[src/rtl/bf16_pkg.sv]
// Shared opcodes, flag positions and NaN classification for the BF16 support unit.
package bf16_pkg;

    localparam logic [3:0] OP_CVT = 4'b0000;
    localparam logic [3:0] OP_MIN = 4'b0010;
    localparam logic [3:0] OP_MAX = 4'b0011;
    localparam logic [3:0] OP_FEQ = 4'b0100;
    localparam logic [3:0] OP_FLT = 4'b0101;
    localparam logic [3:0] OP_FLE = 4'b0110;

    localparam int FL_NV = 3;
    localparam int FL_OF = 2;
    localparam int FL_UF = 1;
    localparam int FL_NX = 0;

    localparam logic [15:0] BF16_CANON_NAN = 16'h7FC0;

    function automatic logic is_nan(input logic [15:0] x);
        return (x[14:7] == 8'hFF) && (x[6:0] != 7'd0);
    endfunction

    function automatic logic is_snan(input logic [15:0] x);
        return is_nan(x) && !x[6];
    endfunction

endpackage

[src/rtl/bf16_cmp_unit.sv]
// Combinational BF16 ordering: min/max selection and FEQ/FLT/FLE with their NV flags.
module bf16_cmp_unit
    import bf16_pkg::*;
(
    input  logic [15:0] a,
    input  logic [15:0] b,
    input  logic [3:0]  op,
    output logic [15:0] minmax,
    output logic        minmax_nv,
    output logic        cmp_true,
    output logic        cmp_nv
);

    logic [15:0] key_a;
    logic [15:0] key_b;
    logic        a_nan;
    logic        b_nan;
    logic        any_nan;
    logic        any_snan;
    logic        key_lt;
    logic        both_zero;
    logic        lt;
    logic        eq;

    // Sign-magnitude mapped to an unsigned total order; -0 sorts just below +0.
    assign key_a     = a[15] ? ~a : (a | 16'h8000);
    assign key_b     = b[15] ? ~b : (b | 16'h8000);
    assign key_lt    = key_a < key_b;
    assign a_nan     = is_nan(a);
    assign b_nan     = is_nan(b);
    assign any_nan   = a_nan || b_nan;
    assign any_snan  = is_snan(a) || is_snan(b);
    assign both_zero = (a[14:0] == 15'd0) && (b[14:0] == 15'd0);
    assign lt        = key_lt && !both_zero;
    assign eq        = (a == b) || both_zero;

    always_comb begin
        minmax    = 16'h0000;
        minmax_nv = any_snan;
        cmp_true  = 1'b0;
        cmp_nv    = 1'b0;
        if (a_nan && b_nan) begin
            minmax = BF16_CANON_NAN;
        end else if (a_nan) begin
            minmax = b;
        end else if (b_nan) begin
            minmax = a;
        end else if (op == OP_MAX) begin
            minmax = key_lt ? b : a;
        end else begin
            minmax = key_lt ? a : b;
        end
        case (op)
            OP_FEQ: begin
                cmp_true = !any_nan && eq;
                cmp_nv   = any_snan;
            end
            OP_FLT: begin
                cmp_true = !any_nan && lt;
                cmp_nv   = any_nan;
            end
            OP_FLE: begin
                cmp_true = !any_nan && (lt || eq);
                cmp_nv   = any_nan;
            end
            default: begin
                cmp_true = 1'b0;
                cmp_nv   = 1'b0;
            end
        endcase
    end

endmodule

[src/rtl/bf16_accelerator_top.sv]
// BF16 support unit: FP32->BF16 RNE conversion, min/max and compares, one-cycle registered result.
module bf16_accelerator_top
    import bf16_pkg::*;
(
    input  logic        clk,
    input  logic        reset,
    input  logic        enable,
    input  logic [15:0] operand_a,
    input  logic [15:0] operand_b,
    input  logic [31:0] operand_c,
    input  logic [3:0]  operation,
    output logic [15:0] result,
    output logic [3:0]  fpcsr,
    output logic        valid
);

    // Returns {flags, bf16}; a mantissa carry simply ripples into the exponent field.
    function automatic logic [19:0] cvt_round(input logic [31:0] f);
        logic [14:0] mag;
        logic        up;
        logic        nx;
        logic [3:0]  fl;
        logic [15:0] r;
        fl = 4'h0;
        if (f[30:23] == 8'hFF) begin
            if (f[22:0] != 23'd0) begin
                r         = BF16_CANON_NAN;
                fl[FL_NV] = !f[22];
            end else begin
                r = f[31:16];
            end
        end else begin
            nx  = f[15] || (f[14:0] != 15'd0);
            up  = f[15] && ((f[14:0] != 15'd0) || f[16]);
            mag = f[30:16] + {14'd0, up};
            if (mag[14:7] == 8'hFF) begin
                r         = {f[31], 15'h7F80};
                fl[FL_OF] = 1'b1;
                fl[FL_NX] = 1'b1;
            end else begin
                r         = {f[31], mag};
                fl[FL_NX] = nx;
                fl[FL_UF] = nx && (mag[14:7] == 8'h00);
            end
        end
        return {fl, r};
    endfunction

    logic [15:0] minmax;
    logic        minmax_nv;
    logic        cmp_true;
    logic        cmp_nv;
    logic [15:0] res_p0;
    logic [3:0]  flags_p0;
    logic [15:0] res_p1;
    logic [3:0]  flags_p1;
    logic        vld_p1;

    bf16_cmp_unit u_cmp (
        .a         (operand_a),
        .b         (operand_b),
        .op        (operation),
        .minmax    (minmax),
        .minmax_nv (minmax_nv),
        .cmp_true  (cmp_true),
        .cmp_nv    (cmp_nv)
    );

    // Stage p0: opcode mux over the combinational results.
    always_comb begin
        res_p0   = 16'h0000;
        flags_p0 = 4'h0;
        case (operation)
            OP_CVT: {flags_p0, res_p0} = cvt_round(operand_c);
            OP_MIN, OP_MAX: begin
                res_p0          = minmax;
                flags_p0[FL_NV] = minmax_nv;
            end
            OP_FEQ, OP_FLT, OP_FLE: begin
                res_p0          = {15'd0, cmp_true};
                flags_p0[FL_NV] = cmp_nv;
            end
            default: flags_p0[FL_NV] = 1'b1;
        endcase
    end

    // Stage p1: output registers; result and flags hold while idle.
    always_ff @(posedge clk) begin
        if (reset) begin
            res_p1   <= 16'h0000;
            flags_p1 <= 4'h0;
            vld_p1   <= 1'b0;
        end else begin
            vld_p1 <= enable;
            if (enable) begin
                res_p1   <= res_p0;
                flags_p1 <= flags_p0;
            end
        end
    end

    assign result = res_p1;
    assign fpcsr  = flags_p1;
    assign valid  = vld_p1;

endmodule

[config.mk]
export PLATFORM = sky130hd
export DESIGN_NAME = bf16_accelerator_top
export DESIGN_NICKNAME = d
export VERILOG_FILES = /design/src/rtl/bf16_pkg.sv /design/src/rtl/bf16_cmp_unit.sv /design/src/rtl/bf16_accelerator_top.sv
export SDC_FILE = /design/constraint.sdc
export NUM_CORES = 1
export LEC_CHECK = 0
export ABC_AREA = 1
export CAP_MARGIN = 25
export CELL_PAD_IN_SITES_DETAIL_PLACEMENT = 1
export CELL_PAD_IN_SITES_GLOBAL_PLACEMENT = 1
export CORE_ASPECT_RATIO = 0.8
export CORE_MARGIN = 2
export CORE_UTILIZATION = 33
export DETAILED_ROUTE_END_ITERATION = 10
export PLACE_DENSITY_LB_ADDON = 0.1
export SLEW_MARGIN = 20
export SYNTH_ARGS = -nofsm -noshare
export SYNTH_HDL_FRONTEND = slang
export SYNTH_SLANG_ARGS = --single-unit
[constraint.sdc]
create_clock -name clk -period 8.9 [get_ports clk]
set_input_delay 1.78 -clock clk [delete_from_list [all_inputs] [get_ports clk]]
set_output_delay 1.78 -clock clk [all_outputs]
set_load 0.005 [all_outputs]
==> run metrics <==
run status=finished, final reports clean; grt total ovfl=0; # hold bufs at CTS=0; sequential area share after synthesis=0.153; global-route wire length before repair=16.3 mm; slew margin rel.=0.341; register-to-register setup slack=between 8 and 9 ns; H-tree lvl count=1; largest net degree at the start of global routing=30; initial antenna violation count=0; final setup fails=0; clock latency on the worst-skew pair=around 0.26 ns; synthesis-to-layout area growth=36.8%; CTS tree=built; post-cts resize count=0; total track usage=0.218; cells along the critical path=clkdlybuf4s50_1, xor2_1, ha_1, a21oi_1, nor2_1, a211oi_1, nand2_1, nand2_2, nand2_1, nand2_1, nand3_2, nand2_2, nand2_1, o21ai_1, nand2_1, nand2_1, nand2_1, a21oi_1; syn_area_per_cell=5.86 um2; highest net fanout along the worst path=29; final worst slack=3.90 ns; drt first pass iters=4; Critical path origin=operand_a[15]; worst reg2reg path depth=2; WP depth=18; hold path depth=2; Bufs and invs on worst path=1; setup repair bufs after CTS=0; Worst Path Required=approximately 9 ns; CP Class=in2reg; effective utilization at floorplan=0.344; final wirelength=9.75 mm; worst hold path class=reg2reg; skew final=0 ns; Mapped Area=about 2800 um2; WP data arrival=between 5 and 6 ns; die area=9100 um2; pre-CTS WS=3.65 ns; Mapped Nets=558; PortBufs=91; Final nets=641; fillcell total=about 1,100; Cell variety after synth=32; clk slew on worst S/H paths=0.08 ns; placed cell count=approximately 660; Initial DRC Count=100; antenna cells=0; Period Utilization, post-route=0.562; post-route cell area=3770 um2; HPWL after detailed placement=8.20 mm; # IOs=92; slowest CP cell=clkdlybuf4s50_1; VDD IR max=approximately 0.058 mV; #FFs+latches synth=21; Final Hold Viols=0; CTS buffer count=3; Area after DPL=~3700 um2; maxcap violations=0; cell count after synthesis=between 400 and 500; Max Root-Sink Buffers=2; FF-to-FF End=result[0]$_SDFFE_PP0P_; antenna viol nets, final=0; Top Family by Delay on Critical Path=simple AND/OR/NAND/NOR gates; Lkg Pwr=1.61 nW; R2R Path Start=result[0]$_SDFFE_PP0P_; num rows=29; setup TNS=0 ns; die width=106 um; Reg area=420 um2; RSZ-0062 raised after global routing=no; number of global-route vias before repair=3,403; routed length per instance=14.8 um; drt drc=0; CTS sink count=21; vias per inst=5.09; Crit path top cell by count=nand2_1; Tmin final=5.00 ns; capture point of the critical path=result[11]$_SDFFE_PP0P_; final RePlAce weighted congestion=0.919; CP peak stage delay=1.10 ns; area of the core=~8000 um2; die height=85.7 um; Worst Max-Slew Pin Slew=approximately 0.99 ns; CP startpoint kind=primary input; YS warnings=0; Multi-input gate area=2030 um2; crit end category=flip-flop; Via Count=3,362; Pwr Density=around 85 nW/um2; Final Non-Filler Cells=660; layout cells sized above 1=0.0308; Max Clk Rate=approximately 0.20 GHz; Root Buffer=clkbuf_8; max-slew violations=0
metrics by stage:
stage / power (mW) / util / hold WS [ns]
2_1_floorplan: 0.190 / - / 0.462
3_3_place_gp: 0.251 / 0.463 / 0.453
3_5_place_dp: 0.256 / 0.463 / 0.458
4_1_cts: 0.322 / 0.469 / 0.473
5_1_grt: 0.345 / 0.470 / 0.494
6_report: 0.319 / 0.470 / 0.468
Yosys cell counts, drive strengths merged:
master	number	area share
nand2	136	0.19
inv	59	0.080
nor2	49	0.068
o21ai	30	0.054
a21oi	28	0.051
xor2	22	0.070
dfxtp	21	0.15
nand3	21	0.040
xnor2	20	0.066
ha	17	0.077
nand4	17	0.041
nor3	12	0.022
nor4	10	0.025
buf	7	0.022
clkbuf	7	0.0095
a31oi	3	0.0068
nor3b	3	0.0082
and3	2	0.0045
or2	2	0.0045
a211oi	1	0.0027
o211ai	1	0.0027
o221ai	1	0.0032
o22ai	1	0.0023
worst min-delay path, stage by stage, from the launching register on:
cell	delay [ns]
dfxtp_1	0.32
nand2_1	0.06
a21oi_1	0.05
area by class of cell:
cell class | count | share of cell area
repair buffers | 92 | 0.244
clock inverters | 1 | 0.00133
multi-input cells | 376 | 0.538
flip-flops and latches | 21 | 0.112
inverters | 59 | 0.0587
clock buffers | 3 | 0.0110
well taps | 108 | 0.0358
cell families after synthesis:
group                      after synthesis  synth area share
and+or+nand+nor                        252             0.399
buffers and inverters                   73             0.112
AOI/OAI and AO/OA                       65             0.123
xor gates and xnor gates                42             0.136
DFF                                     21             0.153
adders and majority gates               17            0.0772
worst min path at each step:
stage | start | endpoint | slack (ns)
6_report | result[1]$_SDFFE_PP0P_ | result[1]$_SDFFE_PP0P_ | 0.47
5_1_grt | result[6]$_SDFFE_PP0P_ | result[6]$_SDFFE_PP0P_ | 0.49
2_1_floorplan | fpcsr[1]$_SDFFE_PP0P_ | fpcsr[1]$_SDFFE_PP0P_ | 0.46
3_5_place_dp | fpcsr[1]$_SDFFE_PP0P_ | fpcsr[1]$_SDFFE_PP0P_ | 0.46
3_3_place_gp | result[2]$_SDFFE_PP0P_ | result[2]$_SDFFE_PP0P_ | 0.45
4_1_cts | fpcsr[2]$_SDFFE_PP0P_ | fpcsr[2]$_SDFFE_PP0P_ | 0.47
state kept, by name, indices dropped and copies added (netlist names):
name	count
result	16
fpcsr	4
valid	1
layer usage:
| metal | routed length, um | GRT usage | part of all wire | vias up |
|---|---|---|---|---|
| met5 | 0 | 0 | 0 | - |
| met1 | 4870 | 0.308 | 0.50 | 1580 |
| met3 | 517 | 0.0281 | 0.053 | 2 |
| li1 | - | - | - | 1692 |
| met4 | 23 | 0.0120 | 0.0024 | 0 |
| met2 | 4340 | 0.371 | 0.45 | 88 |
cell usage in the layout (no fill, tap or decap):
cell / n
nand2_1: 134
clkdlybuf4s50_1: 91
inv_1: 56
nor2_1: 48
a21oi_1: 28
xor2_1: 22
dfxtp_1: 21
nand3_1: 20
xnor2_1: 19
o21ai_0: 18
ha_1: 17
nand4_1: 16
nor3_1: 12
o21ai_1: 12
nor4_1: 9
inv_2: 3
nor3b_1: 3
a31oi_1: 3
clkbuf_8: 3
nand2_2: 2
and3_1: 2
or2_2: 2
a211oi_1: 1
nand3_2: 1
nor2_2: 1
xnor2_2: 1
nand4_2: 1
nor4_2: 1
o22ai_1: 1
o221ai_1: 1
o211ai_1: 1
clkinv_2: 1
buf_4: 1
power breakdown:
| group | switching, mW | internal [mW] | total (mW) |
|---|---|---|---|
| logic | 0.0843 | 0.0706 | 0.155 |
| registers | 0.00182 | 0.0968 | 0.0986 |
| clock network | 0.0346 | 0.0313 | 0.0658 |
No activity file was read; power rests on OpenSTA's default activity.
